===== src/rtl/midi_uart_tx_driver.sv =====
// MIDI-out 8N1 UART transmitter with a small FIFO in front of the serialiser.
// Outputs are registered; ready depends only on reset and the registered occupancy.
module midi_uart_tx_driver #(
  parameter int CLOCK_FREQ = 50_000_000,
  parameter int BAUD_RATE  = 31_250,
  parameter int BYTE_WIDTH = 8,
  parameter int FIFO_DEPTH = 4
) (
  input  logic                  clock_50_000_000,
  input  logic                  reset,
  input  logic [BYTE_WIDTH-1:0] data_out,
  input  logic                  data_out_valid,
  output logic                  data_out_ready,
  output logic                  uart_tx,
  output logic                  busy
);

  localparam int CLKS_PER_BIT = CLOCK_FREQ / BAUD_RATE;
  localparam int BAUD_W = (CLKS_PER_BIT >= 2) ? $clog2(CLKS_PER_BIT) : 1;
  localparam int IDX_W  = (BYTE_WIDTH > 1) ? $clog2(BYTE_WIDTH) : 1;
  localparam int PTR_W  = (FIFO_DEPTH > 1) ? $clog2(FIFO_DEPTH) : 1;
  localparam int CNT_W  = PTR_W + 1;
  localparam logic [BAUD_W-1:0] LAST_BAUD = BAUD_W'(CLKS_PER_BIT - 1);
  localparam logic [IDX_W-1:0]  LAST_IDX  = IDX_W'(BYTE_WIDTH - 1);
  localparam logic [CNT_W-1:0]  FULL      = CNT_W'(FIFO_DEPTH);

  if (CLKS_PER_BIT < 2) begin : g_bad_baud
    $error("midi_uart_tx_driver: CLKS_PER_BIT must be at least 2");
  end
  if ((FIFO_DEPTH < 2) || ((FIFO_DEPTH & (FIFO_DEPTH - 1)) != 0)) begin : g_bad_depth
    $error("midi_uart_tx_driver: FIFO_DEPTH must be a power of two >= 2");
  end

  typedef enum logic [1:0] {IDLE, START, DATA, STOP} state_t;

  state_t                state, state_n;
  logic [BYTE_WIDTH-1:0] mem [FIFO_DEPTH];
  logic [PTR_W-1:0]      wr_ptr, rd_ptr;
  logic [CNT_W-1:0]      count;
  logic [BYTE_WIDTH-1:0] shift, shift_n;
  logic [IDX_W-1:0]      bit_idx, idx_n;
  logic [BAUD_W-1:0]     baud, baud_n;
  logic                  tx_n;
  logic                  push, pop;
  logic [BYTE_WIDTH-1:0] head;

  assign data_out_ready = !reset && (count < FULL);
  assign push           = data_out_valid && data_out_ready;
  assign head           = mem[rd_ptr];
  assign busy           = (state != IDLE) || (count != '0);

  always_ff @(posedge clock_50_000_000) begin
    if (reset) begin
      wr_ptr <= '0;
      rd_ptr <= '0;
      count  <= '0;
    end else begin
      if (push) begin
        mem[wr_ptr] <= data_out;
        wr_ptr      <= wr_ptr + PTR_W'(1);
      end
      if (pop) rd_ptr <= rd_ptr + PTR_W'(1);
      case ({push, pop})
        2'b10:   count <= count + CNT_W'(1);
        2'b01:   count <= count - CNT_W'(1);
        default: ;
      endcase
    end
  end

  always_ff @(posedge clock_50_000_000) begin
    if (reset) begin
      state   <= IDLE;
      uart_tx <= 1'b1;
      shift   <= '0;
      bit_idx <= '0;
      baud    <= '0;
    end else begin
      state   <= state_n;
      uart_tx <= tx_n;
      shift   <= shift_n;
      bit_idx <= idx_n;
      baud    <= baud_n;
    end
  end

  // The shift register moves right once per data bit, so the next bit is always shift[1].
  always_comb begin
    state_n = state;
    tx_n    = uart_tx;
    shift_n = shift;
    idx_n   = bit_idx;
    baud_n  = baud;
    pop     = 1'b0;
    case (state)
      IDLE: begin
        tx_n = 1'b1;
        if (count != '0) begin
          pop     = 1'b1;
          shift_n = head;
          tx_n    = 1'b0;
          baud_n  = '0;
          state_n = START;
        end
      end
      START: begin
        if (baud == LAST_BAUD) begin
          baud_n  = '0;
          tx_n    = shift[0];
          idx_n   = '0;
          state_n = DATA;
        end else begin
          baud_n = baud + BAUD_W'(1);
        end
      end
      DATA: begin
        if (baud == LAST_BAUD) begin
          baud_n = '0;
          if (bit_idx == LAST_IDX) begin
            tx_n    = 1'b1;
            state_n = STOP;
          end else begin
            idx_n   = bit_idx + IDX_W'(1);
            shift_n = shift >> 1;
            tx_n    = shift[1];
          end
        end else begin
          baud_n = baud + BAUD_W'(1);
        end
      end
      STOP: begin
        if (baud == LAST_BAUD) begin
          baud_n = '0;
          if (count != '0) begin
            pop     = 1'b1;
            shift_n = head;
            tx_n    = 1'b0;
            state_n = START;
          end else begin
            tx_n    = 1'b1;
            state_n = IDLE;
          end
        end else begin
          baud_n = baud + BAUD_W'(1);
        end
      end
      default: state_n = IDLE;
    endcase
  end

endmodule


===== config.mk =====
export PLATFORM = sky130hd
export DESIGN_NAME = midi_uart_tx_driver
export DESIGN_NICKNAME = d
export VERILOG_FILES = /design/src/rtl/midi_uart_tx_driver.sv
export SDC_FILE = /design/constraint.sdc
export NUM_CORES = 1
export LEC_CHECK = 0
export ABC_CLOCK_PERIOD_IN_PS = 3000
export CAP_MARGIN = 30
export CORE_ASPECT_RATIO = 1.75
export CORE_MARGIN = 1.5
export CORE_UTILIZATION = 39
export CTS_BUF_LIST = sky130_fd_sc_hd__clkbuf_4 sky130_fd_sc_hd__clkbuf_8 sky130_fd_sc_hd__clkbuf_16
export CTS_CLUSTER_SIZE = 25
export DETAILED_ROUTE_END_ITERATION = 12
export HOLD_SLACK_MARGIN = 0.1
export SETUP_SLACK_MARGIN = 0.4
export SYNTH_ARGS = -nofsm -noshare
export SYNTH_HDL_FRONTEND = slang
export SYNTH_SLANG_ARGS = --single-unit

===== constraint.sdc =====
create_clock -name clock_50_000_000 -period 3 [get_ports clock_50_000_000]
set_input_delay 0.6 -clock clock_50_000_000 [delete_from_list [all_inputs] [get_ports clock_50_000_000]]
set_output_delay 0.6 -clock clock_50_000_000 [all_outputs]
set_load 0.005 [all_outputs]

==> impl_metrics.ini <==
[pwr]
leakagePower_nw = 1.23
power_density_nw_per_um2 = 976
peakVddDrop_v = 0.000678
total_power_mw = 3.50

[route]
routed_via_density = 5.33
drc_errors = 0
avgRoutedWirePerCell_um = 14.5
ant_nets = 0
drt_iter0_drc = 68
vias = 1967
wl_um = 5370
first_pass_iters = 4

[yosys]
synthesis.nets = 284
synthXorXnorAreaFrac_pct = 1.16
synthCells = 259
synth_edf_count = 32
ys_types = 47
synth_commonest_cells = 34 x dfxtp_1, 32 x edfxtp_1, 27 x nor2_1
synth_top_family_by_area = simple AND/OR/NAND/NOR gates
yosysWarnings = 0
synth_fa_ha_area_share_pct = 6.06
synthTopCellsByArea = edfxtp_1 32%, dfxtp_1 23%, mux4_2 6.0%, ha_1 5.4%, nor2_1 3.4%
synth.top_cell.area_share_pct = 31.9
async_flop_share_pct = 0
netlist_area_sq_um = 3020
yosysMostFrequentCell = dfxtp_1
yosysTopAreaCell = edfxtp_1
yosys_most_used_dff = dfxtp_1
synthSimpleGateAreaFrac_pct = 14.3
ys_ff_latch = 66
synth_compound_area_share_pct = 9.91
muxShareOfSynthArea_pct = 10.9
synth.yosys.seq_area_share_pct = 54.4
avgSynthCellArea_sq_um = 11.6

[cells_and_area]
fill_cells = 704
antenna_cells = 0
utilization_pct = 47.7
layout-drive-gt1-share_pct = 17.8
final_net_count = 301
syn2layout_area_growth_pct = 18.9

[sta]
finalCritPeriodShare_pct = 83.2
max-slew-margin-rel_pct = 44.7
clock_skew_ns = 0.00797
finalHoldViolCount = 0
fin_tns_setup_ns = 0
period_minus_slack_ns = 2.49
worst_pin_slew_ns = 0.823
setup_violations = 0
fin_ws_ns = 0.505
max_freq_mhz = 401
drv_slew = 0
rsz0062_at_grt = yes

[run]
maxCapViolations = 0

[global_routing]
first_global_vias = 1941
grtUsageTotal_pct = 14.5
grt_first_pass_wirelength_um = 9180
antenna_found_initial = 0
grt_max_degree = 32
grt-ovfl-total = 0

[cts]
clk_latency_ns = 0.33
clock-sinks = 66
cts_setup_buffers = 0
root_buffer = clkbuf_16
cts-buffers-inserted = 9
clk_pin_slew_ns = 0.06
cts_tree = built
clock_path_buffers = 2
ctsHoldBuffers = 0
htreeDepth = 3

[die]
ios = 14
dieArea_sq_um = 8290
std_cell_rows = 42
dieHeight_um = 119
initial_core_util_pct = 40.1
core_area_sq_um = 7510
die_w_um = 69.5

[setup_path]
required_ns = 2.40
end_kind = output port
crit_fanout = 12
crit_family = buffers and inverters
cp_cell_sequence = inv_2 > ha_4 > and2_2 > inv_2 > clkdlybuf4s50_1
startpoint_type = flip-flop
cp_slowest_cell = clkdlybuf4s50_1
cpPeakStageDelay_ns = 0.51
worst-path-buf-inv = 3
path_common_cell = inv_2
cp.arrival_ns = 1.89
path_class = reg2out

[placed_design]
pre_cts_ws_ns = 0.281
hpwl_um = 3760
place_congestion = 0.826
portBuffers = 13

[min_path]
hold_path.class = reg2reg

[outcome]
status = finished clean
## cells in the final DEF (no fill, tap or decap), types with 4 or more instances in the layout
master / Yosys / routed
ha_1: 13 / 10
or3_1: 6 / 6
nand2_1: 11 / 11
and3_1: 4 / 4
clkbuf_16: 0 / 9
mux4_2: 8 / 8
a31oi_1: 6 / 6
edfxtp_1: 32 / 32
a21oi_1: 16 / 16
nor3_1: 6 / 6
buf_4: 0 / 5
clkdlybuf4s50_1: 0 / 13
inv_1: 12 / 10
o21ai_0: 10 / 10
inv_6: 0 / 4
nor2_1: 27 / 27
dfxtp_1: 34 / 31
mux2_2: 7 / 7
mux2i_1: 7 / 7
nand2b_1: 7 / 7
## cell families after synthesis
family,after synthesis
DFF,66
adders and majority gates,14
xor gates and xnor gates,4
buffers and inverters,24
and+or+nand+nor,81
muxes,22
AOI/OAI and AO/OA,48
## path summary, 6_finish.rpt
path | from | end | slack, ns | cells past startpoint
worst max-delay path | state[0]$_SDFFE_PP0P_ | busy | 0.51 | 5
worst min-delay path | shift[7]$_SDFFE_PP0P_ | shift[7]$_SDFFE_PP0P_ | 0.48 | 2
worst max register to register | baud[0]$_SDFFE_PP0N_ | count[2]$_SDFFE_PP0P_ | 0.55 | 11
worst min register to register | shift[7]$_SDFFE_PP0P_ | shift[7]$_SDFFE_PP0P_ | 0.48 | 2
## area by class of cell
cell class | instances | area, sq um | area share (%)
Multi-Input combinational cell | 169 | 1310 | 36.5
Clock buffer | 9 | 225 | 6.28
Inverter | 12 | 45.0 | 1.26
Tap cell | 88 | 110 | 3.07
Timing Repair Buffer | 18 | 168 | 4.68
Sequential cell | 66 | 1650 | 45.9
Clock inverter | 7 | 82.6 | 2.30
## metal layers
layer / up-vias / wire length (um) / track usage (%)
met5: - / 0 / 0
met4: 0 / 165 / 8.70
met3: 14 / 173 / 4.40
met2: 32 / 2790 / 24.4
met1: 929 / 2240 / 15.9
li1: 992 / - / -
## where the power goes
group	internal [mW]	switching (mW)	leakage (nW)
combinational	0.590	0.612	0.511
clock	0.657	0.412	0.151
sequential	1.10	0.128	0.569
## through the flow
stage / instance area, sq um / instances / hold WS, ns
2_1_floorplan: 3020 / 259 / 0.446
6_report: 3590 / 369 / 0.478
5_1_grt: 3590 / 369 / 0.496
4_1_cts: 3560 / 369 / 0.481
3_5_place_dp: 3240 / 353 / 0.466
3_3_place_gp: 3240 / 353 / 0.461
## worst register-to-register path, stage by stage, from the launching register on
cell and delay (ns):
dfxtp_2 0.38, ha_4 0.17, nand3_2 0.11, nor4_4 0.26, a21oi_2 0.12, nor2_1 0.12
ha_2 0.20, inv_1 0.05, fa_1 0.36, xor2_1 0.16, or3_1 0.30, a21oi_1 0.15
## timing repair
item / 4_1_cts / 5_1_grt
endpoints found under the setup margin: 2 / 2
resized for setup: 4 / 8
hold endpoints to repair: 0 / 0
## flip-flops by register name, summed over array words and instances (netlist names), named ones only
signal   count
rd_ptr       2
bit_idx      3
baud        11
shift        8
count        3
wr_ptr       2
state        2
uart_tx      1
mem         32
Power figures use the tool's default switching activity.
